==> src/rtl/hazard_scoreboard_if.sv <==
// Signal bundle between the ID stage / downstream pipeline and the hazard scoreboard.
// The master modport is the pipeline side, the slave modport is the scoreboard.
interface hazard_scoreboard_if #(
  parameter int REG_AW     = 5,
  parameter int FWD_STAGES = 3,
  parameter int LAT_W      = 6,
  parameter int SEL_W      = $clog2(FWD_STAGES + 2)
);
  logic [REG_AW-1:0]            id_rs1_addr;
  logic [REG_AW-1:0]            id_rs2_addr;
  logic                         id_rs1_used;
  logic                         id_rs2_used;
  logic [REG_AW-1:0]            id_rd_addr;
  logic                         id_rd_we;
  logic                         id_mc_valid;
  logic [LAT_W-1:0]             id_mc_lat;
  logic [FWD_STAGES-1:0]        stage_we;
  logic [FWD_STAGES*REG_AW-1:0] stage_waddr;
  logic [FWD_STAGES-1:0]        stage_ready;
  logic [SEL_W-1:0]             fwd_sel_1;
  logic [SEL_W-1:0]             fwd_sel_2;
  logic                         stall;
  logic                         mc_issue;
  logic                         mc_done;
  logic [REG_AW-1:0]            mc_done_rd;
  logic [31:0]                  stall_cycles;

  modport master (
    output id_rs1_addr, id_rs2_addr, id_rs1_used, id_rs2_used,
    output id_rd_addr, id_rd_we, id_mc_valid, id_mc_lat,
    output stage_we, stage_waddr, stage_ready,
    input  fwd_sel_1, fwd_sel_2, stall, mc_issue, mc_done, mc_done_rd, stall_cycles
  );

  modport slave (
    input  id_rs1_addr, id_rs2_addr, id_rs1_used, id_rs2_used,
    input  id_rd_addr, id_rd_we, id_mc_valid, id_mc_lat,
    input  stage_we, stage_waddr, stage_ready,
    output fwd_sel_1, fwd_sel_2, stall, mc_issue, mc_done, mc_done_rd, stall_cycles
  );
endinterface

==> src/rtl/hazard_scoreboard.sv <==
// Data-hazard controller beside ID: forwarding selects, load-use stalls, and a
// scoreboard for one variable-latency multi-cycle unit with a stall-cycle counter.
module hazard_scoreboard #(
  parameter int REG_AW     = 5,
  parameter int FWD_STAGES = 3,
  parameter int LAT_W      = 6,
  parameter int SEL_W      = $clog2(FWD_STAGES + 2)
) (
  input  logic              clk,
  input  logic              reset,
  hazard_scoreboard_if.slave hz
);
  localparam int NREGS = 2 ** REG_AW;
  localparam logic [SEL_W-1:0] SEL_RF = '0;
  localparam logic [SEL_W-1:0] SEL_MC = SEL_W'(FWD_STAGES + 1);

  typedef enum logic {MC_IDLE, MC_BUSY} mc_state_e;

  mc_state_e         state_q, state_d;
  logic [LAT_W-1:0]  cnt_q, cnt_d;
  logic [REG_AW-1:0] mc_rd_q, mc_rd_d;
  logic [NREGS-1:0]  pending_q, pending_d;
  logic [31:0]       stall_cycles_q, stall_cycles_d;

  logic              busy;
  logic              mc_done;
  logic              mc_issue;
  logic              stall;
  logic [SEL_W-1:0]  sel1, sel2;
  logic              pipe_wait1, pipe_wait2;
  logic              raw1, raw2, waw, structural;

  // Youngest matching stage wins; an older stage is never substituted when the
  // youngest match is not ready, so that case reports wait_rdy instead.
  function automatic void fwd_lookup(
    input  logic [REG_AW-1:0]            src,
    input  logic                         used,
    input  logic [FWD_STAGES-1:0]        we,
    input  logic [FWD_STAGES*REG_AW-1:0] waddr,
    input  logic [FWD_STAGES-1:0]        rdy,
    input  logic                         done,
    input  logic [REG_AW-1:0]            done_rd,
    output logic [SEL_W-1:0]             sel,
    output logic                         wait_rdy
  );
    logic hit;
    hit      = 1'b0;
    sel      = SEL_RF;
    wait_rdy = 1'b0;
    for (int unsigned i = 0; i < FWD_STAGES; i++) begin
      if (!hit && used && we[i] && (src != '0) &&
          (waddr[i*REG_AW +: REG_AW] == src)) begin
        hit      = 1'b1;
        sel      = SEL_W'(i + 1);
        wait_rdy = !rdy[i];
      end
    end
    if (!hit && used && (src != '0) && done && (done_rd == src)) begin
      sel = SEL_MC;
    end
  endfunction

  assign busy    = (state_q == MC_BUSY);
  assign mc_done = busy && (cnt_q == LAT_W'(1));

  always_comb begin
    fwd_lookup(hz.id_rs1_addr, hz.id_rs1_used, hz.stage_we, hz.stage_waddr,
               hz.stage_ready, mc_done, mc_rd_q, sel1, pipe_wait1);
    fwd_lookup(hz.id_rs2_addr, hz.id_rs2_used, hz.stage_we, hz.stage_waddr,
               hz.stage_ready, mc_done, mc_rd_q, sel2, pipe_wait2);
  end

  // A register completing this cycle is bypassed, so its pending bit is ignored.
  always_comb begin
    raw1 = hz.id_rs1_used && (hz.id_rs1_addr != '0) && pending_q[hz.id_rs1_addr] &&
           !(mc_done && (mc_rd_q == hz.id_rs1_addr));
    raw2 = hz.id_rs2_used && (hz.id_rs2_addr != '0) && pending_q[hz.id_rs2_addr] &&
           !(mc_done && (mc_rd_q == hz.id_rs2_addr));
    waw  = hz.id_rd_we && (hz.id_rd_addr != '0) && pending_q[hz.id_rd_addr] &&
           !(mc_done && (mc_rd_q == hz.id_rd_addr));
    structural = hz.id_mc_valid && busy && !mc_done;
  end

  assign stall    = pipe_wait1 || pipe_wait2 || raw1 || raw2 || waw || structural;
  assign mc_issue = hz.id_mc_valid && !stall;

  // Completion clears first so a same-cycle issue to the same register wins.
  always_comb begin
    state_d   = state_q;
    cnt_d     = cnt_q;
    mc_rd_d   = mc_rd_q;
    pending_d = pending_q;
    if (mc_done) begin
      state_d            = MC_IDLE;
      cnt_d              = '0;
      pending_d[mc_rd_q] = 1'b0;
    end else if (busy) begin
      cnt_d = cnt_q - LAT_W'(1);
    end
    if (mc_issue) begin
      state_d = MC_BUSY;
      cnt_d   = (hz.id_mc_lat == '0) ? LAT_W'(1) : hz.id_mc_lat;
      mc_rd_d = hz.id_rd_addr;
      if (hz.id_rd_we && (hz.id_rd_addr != '0)) begin
        pending_d[hz.id_rd_addr] = 1'b1;
      end
    end
  end

  always_comb begin
    stall_cycles_d = stall_cycles_q;
    if (stall && (stall_cycles_q != '1)) begin
      stall_cycles_d = stall_cycles_q + 32'd1;
    end
  end

  always_ff @(posedge clk) begin
    if (reset) begin
      state_q        <= MC_IDLE;
      cnt_q          <= '0;
      mc_rd_q        <= '0;
      pending_q      <= '0;
      stall_cycles_q <= '0;
    end else begin
      state_q        <= state_d;
      cnt_q          <= cnt_d;
      mc_rd_q        <= mc_rd_d;
      pending_q      <= pending_d;
      stall_cycles_q <= stall_cycles_d;
    end
  end

  assign hz.fwd_sel_1    = sel1;
  assign hz.fwd_sel_2    = sel2;
  assign hz.stall        = stall;
  assign hz.mc_issue     = mc_issue;
  assign hz.mc_done      = mc_done;
  assign hz.mc_done_rd   = mc_rd_q;
  assign hz.stall_cycles = stall_cycles_q;
endmodule

==> src/flat_wrapper.sv <==
// flat-port wrapper written by rule: the top's interface ports become plain ports
module hazard_scoreboard_flat 
#(
  parameter int REG_AW     = 5,
  parameter int FWD_STAGES = 3,
  parameter int LAT_W      = 6,
  parameter int SEL_W      = $clog2(FWD_STAGES + 2)
)
  (clk, reset, hz_id_rs1_addr, hz_id_rs2_addr, hz_id_rs1_used, hz_id_rs2_used, hz_id_rd_addr, hz_id_rd_we, hz_id_mc_valid, hz_id_mc_lat, hz_stage_we, hz_stage_waddr, hz_stage_ready, hz_fwd_sel_1, hz_fwd_sel_2, hz_stall, hz_mc_issue, hz_mc_done, hz_mc_done_rd, hz_stall_cycles);
  hazard_scoreboard_if #(.REG_AW(REG_AW), .FWD_STAGES(FWD_STAGES), .LAT_W(LAT_W), .SEL_W(SEL_W)) hz_i ();
  input  logic clk;
  input  logic reset;
  input wire logic [$bits(hz_i.id_rs1_addr)-1:0] hz_id_rs1_addr;
  input wire logic [$bits(hz_i.id_rs2_addr)-1:0] hz_id_rs2_addr;
  input wire logic [$bits(hz_i.id_rs1_used)-1:0] hz_id_rs1_used;
  input wire logic [$bits(hz_i.id_rs2_used)-1:0] hz_id_rs2_used;
  input wire logic [$bits(hz_i.id_rd_addr)-1:0] hz_id_rd_addr;
  input wire logic [$bits(hz_i.id_rd_we)-1:0] hz_id_rd_we;
  input wire logic [$bits(hz_i.id_mc_valid)-1:0] hz_id_mc_valid;
  input wire logic [$bits(hz_i.id_mc_lat)-1:0] hz_id_mc_lat;
  input wire logic [$bits(hz_i.stage_we)-1:0] hz_stage_we;
  input wire logic [$bits(hz_i.stage_waddr)-1:0] hz_stage_waddr;
  input wire logic [$bits(hz_i.stage_ready)-1:0] hz_stage_ready;
  output wire logic [$bits(hz_i.fwd_sel_1)-1:0] hz_fwd_sel_1;
  output wire logic [$bits(hz_i.fwd_sel_2)-1:0] hz_fwd_sel_2;
  output wire logic [$bits(hz_i.stall)-1:0] hz_stall;
  output wire logic [$bits(hz_i.mc_issue)-1:0] hz_mc_issue;
  output wire logic [$bits(hz_i.mc_done)-1:0] hz_mc_done;
  output wire logic [$bits(hz_i.mc_done_rd)-1:0] hz_mc_done_rd;
  output wire logic [$bits(hz_i.stall_cycles)-1:0] hz_stall_cycles;
  assign hz_i.id_rs1_addr = hz_id_rs1_addr;
  assign hz_i.id_rs2_addr = hz_id_rs2_addr;
  assign hz_i.id_rs1_used = hz_id_rs1_used;
  assign hz_i.id_rs2_used = hz_id_rs2_used;
  assign hz_i.id_rd_addr = hz_id_rd_addr;
  assign hz_i.id_rd_we = hz_id_rd_we;
  assign hz_i.id_mc_valid = hz_id_mc_valid;
  assign hz_i.id_mc_lat = hz_id_mc_lat;
  assign hz_i.stage_we = hz_stage_we;
  assign hz_i.stage_waddr = hz_stage_waddr;
  assign hz_i.stage_ready = hz_stage_ready;
  assign hz_fwd_sel_1 = hz_i.fwd_sel_1;
  assign hz_fwd_sel_2 = hz_i.fwd_sel_2;
  assign hz_stall = hz_i.stall;
  assign hz_mc_issue = hz_i.mc_issue;
  assign hz_mc_done = hz_i.mc_done;
  assign hz_mc_done_rd = hz_i.mc_done_rd;
  assign hz_stall_cycles = hz_i.stall_cycles;
  hazard_scoreboard #(.REG_AW(REG_AW), .FWD_STAGES(FWD_STAGES), .LAT_W(LAT_W), .SEL_W(SEL_W)) u_core (.clk(clk), .reset(reset), .hz(hz_i));
endmodule
==> config.mk <==
export PLATFORM = sky130hd
export DESIGN_NAME = hazard_scoreboard_flat
export DESIGN_NICKNAME = d
export VERILOG_FILES = /design/src/rtl/hazard_scoreboard_if.sv /design/src/rtl/hazard_scoreboard.sv /design/src/flat_wrapper.sv
export SDC_FILE = /design/constraint.sdc
export NUM_CORES = 1
export LEC_CHECK = 0
export ABC_CLOCK_PERIOD_IN_PS = 7450
export CAP_MARGIN = 20
export CORE_AREA = 2 2 98 100
export DETAILED_ROUTE_END_ITERATION = 7
export DIE_AREA = 0 0 100 102
export PLACE_DENSITY = 0.85
export REMOVE_ABC_BUFFERS = 1
export SLEW_MARGIN = 20
export SYNTH_ARGS = -nofsm -noshare
export SYNTH_HDL_FRONTEND = slang
export SYNTH_SLANG_ARGS = --single-unit
==> constraint.sdc <==
create_clock -name clk -period 7.45 [get_ports clk]
set_input_delay 1.1175 -clock clk [delete_from_list [all_inputs] [get_ports clk]]
set_output_delay 1.1175 -clock clk [all_outputs]
set_load 0.02 [all_outputs]
### Word level (Yosys, flattened, before mapping)

Cells that the tools add are included.

| operators by class | value |
|---|---|
| equal/unequal tests | 11 |
| reduce and logical (&&, ||, !) cells | 74 |
| bitwise logic cells | 3 |
| muxes and demuxes | 39 |
| add/sub/neg operators | 2 |
| $lt $le $gt $ge | 6 |

Operators with widths:

| cell | number |
|---|---|
| $mux 32 | 3 |
| $logic_and 1x1->1 | 49 |
| $eq 5x5->1 | 9 |
| $add 32x1->32 const B | 1 |
| $and 32x32->32 | 1 |
| $ne 32x32->1 const B | 1 |
| $not 32->32 | 1 |
| $or 32x32->32 | 1 |
| $lt 5x6->1 const B | 4 |
| $mux 6 | 4 |
| $mux 1 | 21 |
| $bmux 1 s5 | 3 |
| $reduce_bool 5->1 | 3 |
| $logic_not 1->1 | 14 |
| $mux 3 | 4 |
| $demux 1 s5 | 2 |
| $ge 5x1->1 const B | 2 |
| $eq 6x1->1 const B | 1 |
| $logic_not 6->1 | 1 |
| $sub 6x1->6 const B | 1 |
| $logic_or 1x1->1 | 5 |
| $mux 2 | 2 |
| $reduce_bool 3->1 | 1 |
| $reduce_bool 2->1 | 1 |

| word-level totals | value |
|---|---|
| input bits | 48 |
| register bits | 76 |
| output and inout bits | 46 |

### Depth between registers and ports, before layout

| logic depth | value |
|---|---|
| depth after elaboration | 24 |
| gate-level depth with buffers | 13 |
| depth with buffers taken out | 11 |

### Least setup slack after synthesis

OpenSTA, ideal clock, no wires.

| path | value |
|---|---|
| path kind | input-to-output |
| start | input port hz_id_rd_addr[1] |
| end | output port hz_mc_issue |
| data required time | 6.332 ns |
| stages | 11 |
| arrival time | 3.061 ns |
| setup slack | 3.272 ns |
| cells stage by stage | buf_2 -> buf_2 -> mux2i_1 -> o22ai_1 -> nor4_1 -> o211ai_1 -> a221oi_1 -> nand4_1 -> buf_2 -> clkbuf_1 -> inv_1 |

| on the way | value |
|---|---|
| word-level cells in the longest chain between the ends | 8 |
| elaborated cells on any way between the ends | 13 |

RTL lines:

| element | line | source |
|---|---|---|
| start: declaration | flat_wrapper.sv:17 | `input wire logic [$bits(hz_i.id_rd_addr)-1:0] hz_id_rd_addr;` |
| $bmux 1 s5, or another cell as far along | hazard_scoreboard.sv:79 | `waw = hz.id_rd_we && (hz.id_rd_addr != '0) && pending_q[hz.id_rd_addr] &&` |
| $mux 1 (not written as such), or another cell as far along | hazard_scoreboard.sv:79 |  |
| $logic_and 1x1->1 or $logic_not 1->1 (tied branches) | hazard_scoreboard.sv:79, hazard_scoreboard.sv:80 |  |
| $logic_and 1x1->1 (*) | hazard_scoreboard.sv:79 |  |
| $logic_or 1x1->1 (*) (2 in a row) | hazard_scoreboard.sv:84 | `assign stall = pipe_wait1 \|\| pipe_wait2 \|\| raw1 \|\| raw2 \|\| waw \|\| structural;` |
| $logic_not 1->1 (*) | hazard_scoreboard.sv:85 | `assign mc_issue = hz.id_mc_valid && !stall;` |
| $logic_and 1x1->1 (*) | hazard_scoreboard.sv:85 |  |
| end: declaration | flat_wrapper.sv:27 | `output wire logic [$bits(hz_i.mc_issue)-1:0] hz_mc_issue;` |

Every way passes the cells marked *; elsewhere a longest branch is shown, timed or not. The select of a mux whose other input is x is not followed.

### Worst setup path in the final report

| path | value |
|---|---|
| start | input port hz_id_rs1_addr[0] |
| end | output port hz_stall |

| on the way | value |
|---|---|
| word-level cells in the longest chain between the ends | 21 |
| elaborated cells on any way between the ends | 34 |

RTL lines:

| element | line | source |
|---|---|---|
| start: declaration | flat_wrapper.sv:13 | `input wire logic [$bits(hz_i.id_rs1_addr)-1:0] hz_id_rs1_addr;` |
| $reduce_bool 5->1 | hazard_scoreboard.sv:51, hazard_scoreboard.sv:75 |  |
| $logic_and 1x1->1 (2 in a row) | hazard_scoreboard.sv:51 | `if (!hit && used && we[i] && (src != '0) &&` |
| $mux 1 | hazard_scoreboard.sv:51 |  |
| $logic_not 1->1 | hazard_scoreboard.sv:51 |  |
| $logic_and 1x1->1 (4 in a row) | hazard_scoreboard.sv:51 |  |
| $mux 1 | hazard_scoreboard.sv:51 |  |
| $logic_not 1->1 | hazard_scoreboard.sv:51 |  |
| $logic_and 1x1->1 (4 in a row) | hazard_scoreboard.sv:51 |  |
| $mux 1 | hazard_scoreboard.sv:51 |  |
| $logic_or 1x1->1 | hazard_scoreboard.sv:84 |  |
| $logic_or 1x1->1 (*) (4 in a row) | hazard_scoreboard.sv:84 |  |
| end: declaration | flat_wrapper.sv:26 | `output wire logic [$bits(hz_i.stall)-1:0] hz_stall;` |

Marks and branches as above.

==> flow_metrics.py <==
metrics = {
    "clocking": {
        "cts_resized": 0,
        "clock_latency_ps": 350,
        "cts.reportedPaths.clkPinSlew_ps": 90,
        "cts_max_path_buffers": 2,
        "cts_buffers": 9,
        "htree_num_levels": 3,
        "clkSinkCount": 76,
        "cts_root_buffer": "clkbuf_8",
        "cts_setup_buffers": 0,
        "cts-hold-fix-buffers": 0,
        "tritoncts": "built",
    },
    "floorplanning": {
        "ios": 94,
        "row_count": 35,
        "start_util_pct": 56.84,
        "die_area_sq_um": 10200,
        "coreArea_sq_um": 9109,
        "die_height_um": 102,
        "die_x_um": 100,
    },
    "drt": {
        "routed_wl_um": 16620,
        "antenna_left": 0,
        "vias_per_cell": 6.893,
        "drc_errors": 0,
        "vias": 5397,
        "initialDrtViolationCount": 393,
        "firstDrtPassIters": 5,
        "wl_per_cell_um": 21.23,
    },
    "worst_setup_path": {
        "crit_path_end_kind": "output pin",
        "critical_path_class": "primary input to output pin",
        "cp_max_fo": 54,
        "cpPeakStageDelay_ps": 990,
        "arrival_ps": 4850,
        "worst_setup_path_start_kind": "primary input",
        "cp_slowest_cell": "clkdlybuf4s50_1",
        "path_cells": "clkdlybuf4s50_1 > mux4_1 > o311ai_1 > nor4_1 > a221oi_1 > and3_1 > buf_4 > inv_2 > clkdlybuf4s50_1",
        "cpMostUsedCell": "clkdlybuf4s50_1",
        "critPathRequiredTime_ps": 6330,
    },
    "power": {
        "power.density_nw_per_um2": 149.8,
        "p_leak_nw": 2.185,
        "vdd_ir_drop_max_mv": 0.1231,
    },
    "logic_synthesis": {
        "synth_area_leaders": "dfxtp_1 (29%), xor2_1 (5.4%), mux2i_1 (4.4%)",
        "synth_top_area_share_pct": 29.39,
        "synthCells": 604,
        "synthFlopType": "dfxtp_1",
        "ys_types": 60,
        "synth_area_sq_um": 5177,
        "synth-seq-cells": 76,
        "synthArstFlopShare_pct": 0,
        "ys_seq_area_share_pct": 29.39,
        "synth_edf_count": 0,
        "syn_area_per_cell_sq_um": 8.572,
        "ys.warnings.count": 0,
        "yosysTopAreaCell": "dfxtp_1",
    },
    "timing": {
        "slew_headroom_pct": 44.81,
        "finalCritPeriodShare_pct": 80.16,
        "clock_skew_ps": 13.19,
        "hold_viol_final": 0,
        "max_freq_mhz": 167.5,
        "maxSlewViolCount": 0,
        "worst_pin_slew_ps": 825.2,
        "setup_violations": 0,
        "fin_crit_ps": 5972,
        "tns_ps": 0,
        "rsz0062_at_grt": "false",
    },
    "layout": {
        "synthToLayoutAreaGrowth_pct": 20.88,
        "layout_commonest_cell": "clkdlybuf4s50_1",
        "utilization_pct": 68.71,
        "final_layout_size_suffix_gt1_share_pct": 7.589,
        "fin_area_sq_um": 6259,
        "diodes": 0,
        "final_cell_mix": "clkdlybuf4s50_1 (91), dfxtp_1 (76), o21ai_0 (38), a21oi_1 (36), nor2_1 (35)",
        "final_nets": 718,
    },
    "global_routing": {
        "grtUsageTotal_pct": 33.20,
        "grt_max_degree": 55,
        "grt_pass1_wl_um": 26890,
        "overflow": 0,
        "antenna_found_initial": 0,
        "first_global_vias": 5334,
    },
    "placed_design": {
        "dp.final_hpwl_um": 11590,
        "portBuffers": 93,
        "routabilityCongestion": 0.9599,
        "dpl_cell_area_sq_um": 6055,
    },
    "run": {
        "drv_cap": 0,
    },
    "min_path": {
        "hold_path.class": "flop to flop",
    },
    "run_status": {
        "status": "completed",
    },
}
-- area by class of cell --
cell class                 count  area, sq um
fill                         739         2850
inverter                      14        52.55
clock inverter                 6        71.32
timing repair buffer         101        980.9
sequential                    76         1521
multi-input combinational    465         3356
clock buffer                  10        137.6
tap                          111        138.9
-- worst paths after layout --
path	depth (start not counted)	endpoint	slack (ps)	startpoint
worst min register to register	2	u_core.hz.stall_cycles[17]$_SDFFE_PP0P_	500	u_core.hz.stall_cycles[17]$_SDFFE_PP0P_
worst max-delay path	9	hz_stall	1480	hz_id_rs1_addr[0]
worst min-delay path	2	u_core.hz.stall_cycles[17]$_SDFFE_PP0P_	500	u_core.hz.stall_cycles[17]$_SDFFE_PP0P_
worst max register to register	9	u_core.pending_q[26]$_SDFF_PP0_	3250	u_core.busy$_SDFFE_PP0P_
-- sequential cells by signal, summed over array words and instances, names as in the netlist --
name / flops
u_core.hz.mc_done_rd: 5
u_core.hz.stall_cycles: 32
u_core.cnt_q: 6
u_core.busy: 1
u_core.pending_q: 32
-- cell usage after synthesis, types with 3 or more instances --
| cell | count |
|---|---|
| mux2_2 | 4 |
| and3_1 | 18 |
| clkbuf_1 | 25 |
| or3_1 | 6 |
| nand3b_1 | 12 |
| nor3_1 | 12 |
| a211oi_1 | 5 |
| xor2_1 | 32 |
| nand4_1 | 23 |
| o211ai_1 | 26 |
| nand2_1 | 23 |
| o31ai_1 | 20 |
| o22ai_1 | 7 |
| and4_1 | 4 |
| buf_2 | 15 |
| dfxtp_1 | 76 |
| nor2_1 | 35 |
| ha_1 | 3 |
| xnor2_1 | 13 |
| nand3_1 | 30 |
| inv_1 | 12 |
| nor2b_1 | 4 |
| a21oi_1 | 36 |
| or4_1 | 23 |
| nor4_1 | 12 |
| or3b_1 | 3 |
| mux4_2 | 9 |
| mux2i_1 | 23 |
| buf_6 | 5 |
| mux4_1 | 7 |
| o41ai_1 | 3 |
| o21ai_0 | 38 |
-- report_power, final --
| part | leakage [nW] | internal [mW] | switching [mW] |
|---|---|---|---|
| Combinational | 1.47 | 0.0756 | 0.105 |
| Clock | 0.105 | 0.167 | 0.163 |
| Sequential | 0.615 | 0.415 | 0.0114 |
| Total | 2.18 | 0.658 | 0.280 |
-- per-layer routing --
layer | GRT usage, % | share of wire [%] | vias up
li1 | - | - | 2452
met1 | 41.58 | 40 | 2554
met2 | 55.51 | 47 | 329
met3 | 6.498 | 9.2 | 62
met4 | 15.81 | 4.4 | 0
met5 | 0 | 0 | -
-- cell families after synthesis --
group | synth area share, %
flip-flops | 29.39
AND/OR/NAND/NOR | 24.96
AO/OA/AOI/OAI | 18.73
adder cells (fa/ha/maj) | 0.7251
XOR/XNOR | 7.612
multiplexers | 12.78
buffers and inverters | 5.800
-- stage by stage --
step,setup slack (ps),power [mW],hold WS (ps),cells
finish,1478,0.9377,497.4,783
global route,1184,0.9747,546.2,783
CTS,1481,0.9402,496.9,783
detailed placement,1487,0.6123,483.8,767
global placement,1548,0.6059,477.0,767
floorplan,2877,0.5218,430.1,555
-- critical path: cells and delay by family --
family | cells | cell delay [ps]
buf+inv | 4 | 2170
mux | 1 | 650
compound gates | 2 | 550
simple gates | 2 | 330
Power figures use the tool's default switching activity.
==> patch, RTL diff (config.mk and constraints unchanged) <==
Make the reset (`reset`) asynchronous in one clocked block.
--- a/src/rtl/hazard_scoreboard.sv
+++ b/src/rtl/hazard_scoreboard.sv
@@ -115,5 +115,5 @@
   end
 
-  always_ff @(posedge clk) begin
+  always_ff @(posedge clk or posedge reset) begin
     if (reset) begin
       state_q        <= MC_IDLE;
Formal check against the unedited RTL: differs if reset is asserted again (counterexample within 4 cycles, from zero or initial values and one cycle with reset high); with reset held inactive, the same outputs for 4 cycles.
==> patch against the unedited design <==
Final cell count shrank 5.7%; sequential cell count did not move; routed wire length fell by 13%; worst setup slack worse by 0.016 ns; cell area is 2.1% higher; die area did not move; area after synthesis up 0.92%; synthesized cell count decreased by 9.4%; critical path type unchanged.
Power is not compared: it rests on default switching activity, and its combinational part moved more than twofold at a synthesized area within 25%.
==> patch: results (changes against the unedited design) <==
routing usage on met3 5.40% (-1.1 points); min-delay src u_core.hz.stall_cycles[26]; global-route wire length before repair 23.6 mm (-12%); routability cong. 0.927 (-3.5%); Worst setup endpoint hz_mc_issue; placed instance area 0.00620 sq mm (+2.4%); post-synthesis adder-cell area fraction 0.718% (-0.0066 points); start point of the critical path hz_id_rs1_addr[1]; Reg-to-Reg End u_core.pending_q[30]; Post-synth ARST share 100% (+100 points); Max stage delay on crit path 0.69 ns (-0.30 ns); Synth area leader dfrtp_1; worst hold slack 0.498 ns (+0.000230 ns); Commonest cells post-synth dfrtp_1 (76), xor2_1 (67), o21ai_0 (55); sequential fraction of the synthesis area 36.4% (+7.0 points); routed vias/inst 6.52 (-5.4%); Hold Crit Endpoint u_core.hz.stall_cycles[26]; Arr. time, crit path 4.87 ns (+0.02 ns); Synth cell types 52 (-13%); pre-CTS WS 1.50 ns (+0.00792 ns); power consumption between 1.5 and 2 mW; Synth Area in XOR/XNOR 12.7% (+5.1 points); Synth area leaders dfrtp_1 (36%), xor2_1 (11%), mux2i_1 (6.3%), o21ai_0 (5.3%), mux4_2 (5.2%); grt met1 use 38.7% (-2.9 points); Cells after DPL 722 (-5.9%); r2r setup slk 3.83 ns (+0.58 ns); Nets 673 (-6.3%); Synth Area per Inst 9.55 sq um (+11%); largest net degree at the start of global routing 77 (+40%); HPWL Detailed 9.96 mm (-14%); Layout Skew 0.0154 ns (+0.00218 ns); met2 Track Usage GR 47.3% (-8.2 points); Compound-Gate Fraction of Synth Area 11.1% (-7.6 points); hold path depth 1 (-1); initial DRC count 482 (+23%); total track usage 29.1% (-4.1 points); Pleak between 2 and 2.5 nW; First-pass DRT Iterations 6 (+1); CP max FO 23 (-57%); Routed WL per cell 19.6 um (-7.7%); combinational share of power between 30 and 40%; post-synthesis mux area share 13.2% (+0.43 points); Worst-Margin Slew 0.964 ns (+0.138 ns); status complete, no violations
## patch: metal layers
layer  vias to the layer above  routed length (um)
li1                       2156                   -
met3                        50                1240
met5                         -                   0
met1                      2332                6050
met4                         0                 366
met2                       273                6800
## patch: critical path, delay by kind of cell
kind	cells	cell delay (ns)
buffers and inverters	3	1.66
AND/OR/NAND/NOR	4	1.59
AO/OA/AOI/OAI	2	0.49
## patch: cell type report
class / instances / area [sq um]
timing repair buffer: 101 / 991
multi-input combinational: 423 / 3140
fill: 658 / 2720
clock buffer: 9 / 124
inverter: 11 / 41.3
sequential: 76 / 1900
clock inverter: 7 / 58.8
tap: 111 / 139
## patch: logic make-up (layout without fill, tap and decap cells)
| group | after synthesis | in the layout |
|---|---|---|
| and+or+nand+nor | 191 | 191 |
| AOI/OAI and AO/OA | 100 | 100 |
| xor gates and xnor gates | 76 | 76 |
| DFF | 76 | 76 |
| muxes | 53 | 53 |
| buffers and inverters | 48 | 128 |
| adders and majority gates | 3 | 3 |
